===== config.mk =====
export PLATFORM = sky130hd
export DESIGN_NAME = rotate_detect
export DESIGN_NICKNAME = d
export VERILOG_FILES = /design/src/rtl/rotate_pkg.sv /design/src/rtl/rotate_left.sv /design/src/rtl/rotate_detect.sv
export SDC_FILE = /design/constraint.sdc
export NUM_CORES = 1
export LEC_CHECK = 0
export BUFFER_PORTS_ARGS = -buffer_cell sky130_fd_sc_hd__buf_2
export CAP_MARGIN = 15
export CORE_MARGIN = 2
export CORE_UTILIZATION = 45
export CTS_CLUSTER_DIAMETER = 100
export DETAILED_ROUTE_END_ITERATION = 7
export HOLD_SLACK_MARGIN = 0.15
export PLACE_DENSITY = 0.8
export SKIP_LAST_GASP = 1
export SYNTH_ARGS = -nofsm -noshare
export SYNTH_HDL_FRONTEND = slang
export SYNTH_HIERARCHICAL = 1
export SYNTH_SLANG_ARGS = --single-unit

===== constraint.sdc =====
create_clock -name clk -period 3.4 [get_ports clk]
set_input_delay 0.68 -clock clk [delete_from_list [all_inputs] [get_ports clk]]
set_output_delay 0.68 -clock clk [all_outputs]
set_load 0.01 [all_outputs]

===== src/rtl/rotate_pkg.sv =====
// rtl/rotate_pkg.sv - shared widths, FSM state type and result helpers for rotate_detect
package rotate_pkg;

    localparam int DATA_W = 8;
    localparam int AMT_W  = 3;

    typedef enum logic [1:0] {
        IDLE   = 2'd0,
        SEARCH = 2'd1,
        DONE   = 2'd2
    } state_e;

    // Left rotation by k expressed as the shorter path: {lr, amt}, tie at half-width reports left
    function automatic logic [AMT_W:0] k_to_result(input logic [AMT_W-1:0] k);
        logic [AMT_W:0] r;
        if (int'(k) <= DATA_W / 2) begin
            r = {1'b0, k};
        end else begin
            r = {1'b1, AMT_W'(DATA_W - int'(k))};
        end
        return r;
    endfunction

    function automatic logic [AMT_W-1:0] lowest_set(input logic [DATA_W-1:0] m);
        logic [AMT_W-1:0] r;
        r = '0;
        for (int i = DATA_W - 1; i >= 0; i--) begin
            if (m[i]) begin
                r = AMT_W'(i);
            end
        end
        return r;
    endfunction

endpackage


===== src/rtl/rotate_left.sv =====
// rtl/rotate_left.sv - combinational rotate-left barrel shifter
module rotate_left #(
    parameter int W  = 8,
    parameter int AW = 3
) (
    input  logic [W-1:0]  a,
    input  logic [AW-1:0] amt,
    output logic [W-1:0]  y
);

    logic [2*W-1:0] dbl;

    always_comb begin
        dbl = {a, a} >> (W - int'(amt));
        y   = dbl[W-1:0];
    end

endmodule


===== src/rtl/rotate_detect.sv =====
// rtl/rotate_detect.sv - finds the rotation that maps a onto y; ROTATE_DETECT_MATCH_MASK_EN adds match_mask
module rotate_detect
    import rotate_pkg::*;
(
    input  logic              clk,
    input  logic              reset_n,
    input  logic              start,
    input  logic [DATA_W-1:0] a,
    input  logic [DATA_W-1:0] y,
    output logic              ready,
    output logic              done,
    output logic              found,
    output logic [AMT_W-1:0]  amt,
`ifdef ROTATE_DETECT_MATCH_MASK_EN
    output logic              lr,
    output logic [DATA_W-1:0] match_mask
`else
    output logic              lr
`endif
);

    state_e              state_q, state_d;
    logic [DATA_W-1:0]   a_q, a_d;
    logic [DATA_W-1:0]   y_q, y_d;
    logic [AMT_W-1:0]    k_q, k_d;
    logic                found_q, found_d;
    logic [AMT_W-1:0]    amt_q, amt_d;
    logic                lr_q, lr_d;
    logic [DATA_W-1:0]   cand;
    logic                match;
    logic                last_k;
`ifdef ROTATE_DETECT_MATCH_MASK_EN
    logic [DATA_W-1:0]   mask_q, mask_d;
`endif

    rotate_left #(
        .W  (DATA_W),
        .AW (AMT_W)
    ) u_rotate_left (
        .a   (a_q),
        .amt (k_q),
        .y   (cand)
    );

    assign match  = (cand == y_q);
    assign last_k = (k_q == AMT_W'(DATA_W - 1));

    always_comb begin
        state_d = state_q;
        a_d     = a_q;
        y_d     = y_q;
        k_d     = k_q;
        found_d = found_q;
        amt_d   = amt_q;
        lr_d    = lr_q;
`ifdef ROTATE_DETECT_MATCH_MASK_EN
        mask_d  = mask_q;
`endif
        case (state_q)
            IDLE: begin
                if (start) begin
                    a_d     = a;
                    y_d     = y;
                    k_d     = '0;
`ifdef ROTATE_DETECT_MATCH_MASK_EN
                    mask_d  = '0;
`endif
                    state_d = SEARCH;
                end
            end
            SEARCH: begin
`ifdef ROTATE_DETECT_MATCH_MASK_EN
                // Full scan: the result is decided from the complete mask on the last candidate
                if (match) begin
                    mask_d[k_q] = 1'b1;
                end
                if (last_k) begin
                    found_d       = |mask_d;
                    {lr_d, amt_d} = k_to_result(lowest_set(mask_d));
                    state_d       = DONE;
                end else begin
                    k_d = k_q + 1'b1;
                end
`else
                if (match) begin
                    found_d       = 1'b1;
                    {lr_d, amt_d} = k_to_result(k_q);
                    state_d       = DONE;
                end else if (last_k) begin
                    found_d = 1'b0;
                    amt_d   = '0;
                    lr_d    = 1'b0;
                    state_d = DONE;
                end else begin
                    k_d = k_q + 1'b1;
                end
`endif
            end
            DONE: begin
                state_d = IDLE;
            end
            default: begin
                state_d = IDLE;
            end
        endcase
    end

    always_ff @(posedge clk) begin
        if (!reset_n) begin
            state_q <= IDLE;
            a_q     <= '0;
            y_q     <= '0;
            k_q     <= '0;
            found_q <= 1'b0;
            amt_q   <= '0;
            lr_q    <= 1'b0;
`ifdef ROTATE_DETECT_MATCH_MASK_EN
            mask_q  <= '0;
`endif
        end else begin
            state_q <= state_d;
            a_q     <= a_d;
            y_q     <= y_d;
            k_q     <= k_d;
            found_q <= found_d;
            amt_q   <= amt_d;
            lr_q    <= lr_d;
`ifdef ROTATE_DETECT_MATCH_MASK_EN
            mask_q  <= mask_d;
`endif
        end
    end

    assign ready = (state_q == IDLE);
    assign done  = (state_q == DONE);
    assign found = found_q;
    assign amt   = amt_q;
    assign lr    = lr_q;
`ifdef ROTATE_DETECT_MATCH_MASK_EN
    assign match_mask = mask_q;
`endif

endmodule


==> impl_metrics.toml <==
[setup_path]
start_kind = "flip-flop"
endpoint_kind = "flip-flop"
cp_data_required_time_ns = 3.59
arrival_ns = 3.34
path_max_fanout = 12
worstSetupPathType = "reg -> reg"

[sta]
setup_tns_ns = 0
hold_viol = 0
clock.fmax_ghz = 0.318
drv_slew = 0
worstMarginPinSlew_ns = 0.627
rsz0062_at_grt = "no"
slew_headroom = 0.581
finalClockSkew_ns = 0.00530
setup_violations = 0
period_needed_ns = 3.15
period_share = 0.926

[place]
place_hpwl_mm = 2.69
io_buffers = 25
gp_congestion = 0.904
place_inst = 263

[final_layout]
antennaDiodeCount = 0
drive_above_1_share = 0.192
fillerInstances = 355
final_cell_count_no_fill = 267
finalNetCount = 243
syn_to_final_growth_pct = 12.6

[route]
postRouteAntennaNets = 0
vias = 1445
post_drt_wl_per_cell_um = 13.5
drtIter0Drc = 80
drc = 0
drt_wl_total_mm = 3.60
post_drt_via_cell_ratio = 5.41
drtPass1Iterations = 4

[status]
outcome = "complete, no violations"

[synth]
yosysUniqueCellTypes = 41
synth_fp_nets = 221
synthSimpleGateAreaFrac = 0.226
yosys.area_share.xor_xnor = 0.0408
postSynthAreaPerCell_um2 = 8.68
synth_area_leaders = "dfxtp_1 (30%), nand2_1 (10%), mux2i_1 (8.7%)"
synthAdderAreaFrac = 0.0291
yosys_register_bits = 26
yosysTopAreaCellShare = 0.303
synth_top_area_cell = "dfxtp_1"
syn_area_um2 = 1720
yosys_warnings = 6
synth_mux_area_frac = 0.155
synth_cells = 198
synth-seq-area-share = 0.303
synth_compound_area_frac = 0.195
synth_top_family_by_area = "simple AND/OR/NAND/NOR gates"

[die]
fp.dieW_um = 65.8
num_rows = 22
boundaryPins = 26
die_area_um2 = 4330
die_y_um = 65.8
initial_utilization = 0.469
coreArea_um2 = 3660

[global_routing]
grt_pass1_vias = 1300
track_usage = 0.183
grt_pass1_wl_mm = 6.06
antenna_found_initial = 0
grt-ovfl-total = 0
grt_max_degree = 31

[power]
total_power_uw = 975
powerDensity_nw_per_um2 = 504
p_leak_uw = 0.000816
ir_worst_vdd_mv = 0.368

[cts]
tritoncts = "done"
cts-root-buf = "clkbuf_8"
cts_hold_buffers = 0
clk_pin_slew_ns = 0.10
htree_levels = 1
clock_path_buffers = 2
cts-resized-gates = 0
clk_latency_ns = 0.28
cts_buffers = 3
cts_setup_buffers = 0
cts.sinks = 26

[run]
maxCapViolCount = 0

[hold_path]
hold_path_class = "reg -> reg"
==> power breakdown <==
group / leakage [uW] / total (uW) / internal (uW) / switching, uW
clock network: 0.0000357 / 266 / 158 / 108
logic: 0.000567 / 362 / 157 / 205
registers: 0.000212 / 347 / 327 / 20.3
==> critical path: stages (launching register included) <==
cell	delay [ns]
dfxtp_1	0.45
inv_1	0.09
ha_2	0.47
buf_4	0.20
mux2i_1	0.25
mux2i_1	0.16
and3_1	0.22
a311o_1	0.32
xor2_1	0.17
nor4_4	0.36
a21oi_2	0.16
o21a_1	0.19
==> layer usage <==
| layer | GRT usage | wire length [um] | up-vias |
|---|---|---|---|
| met5 | 0 | 0 | - |
| met4 | 0.0781 | 49 | 0 |
| met3 | 0.0307 | 238 | 4 |
| met2 | 0.287 | 1640 | 44 |
| met1 | 0.248 | 1670 | 661 |
| li1 | - | - | 736 |
==> Yosys cell counts (all sizes together) <==
library cell and count:
a221oi 1, mux2i 15, nor4 2, xor2 8, and3 1, nand2b 4
buf 5, o31a 1, a311o 1, nor2 5, o311ai 1, a221o 2
nor2b 5, o22ai 2, ha 4, nand2 47, a21o 1, o21ai 1
a311oi 2, and2b 1, and2 4, o311a 1, nand3 7, a21oi 7
inv 5, clkinv 1, nand3b 1, dfxtp 26, mux2 2, clkbuf 6
a211oi 3, mux4 4, a21boi 21, o21a 1
==> cells by family after synthesis <==
kind of cell	Yosys count
simple gates	77
compound gates	45
flops	26
mux	21
buf+inv	17
xor+xnor	8
fa+ha+maj	4
==> cells in the final DEF (no fill, tap or decap), drive strengths merged, types with 7 or more instances in the layout <==
| cell | n |
|---|---|
| dfxtp | 26 |
| a21boi | 21 |
| nand2 | 47 |
| xor2 | 8 |
| a21oi | 7 |
| buf | 28 |
| nand3 | 7 |
| mux2i | 15 |
==> state kept, by name, summed over array words and instances, names as in the netlist <==
register / flops
y_q: 8
k_q: 3
state_q: 2
amt: 3
found: 1
lr: 1
a_q: 8
==> stage by stage <==
step	area, um^2	worst slack [ns]	hold slack, ns	util
finish	1930	0.251	0.462	0.528
global route	1930	0.0721	0.479	0.528
CTS	1930	0.161	0.462	0.528
detailed placement	1860	0.184	0.445	0.508
global placement	1860	0.309	0.446	0.508
floorplan	1720	0.247	0.455	-
==> area by class of cell <==
class / count / area [um^2] / area share
clock buffer: 3 / 41.3 / 0.0213
clock inverter: 1 / 30.0 / 0.0155
inverter: 6 / 22.5 / 0.0116
multi-input combinational: 155 / 1110 / 0.575
sequential: 26 / 520 / 0.269
tap: 48 / 60.1 / 0.0310
timing repair buffer: 28 / 148 / 0.0763
==> final timing paths <==
kind | startpoint | to | slack (ns) | cells after the start
setup / recovery | k_q[1] | state_q[0] | 0.25 | 11
hold / removal | amt[1] | amt[1] | 0.46 | 2
setup reg to reg | k_q[1] | state_q[0] | 0.25 | 11
hold reg to reg | amt[1] | amt[1] | 0.46 | 2
(Power assumes the default switching activity.)
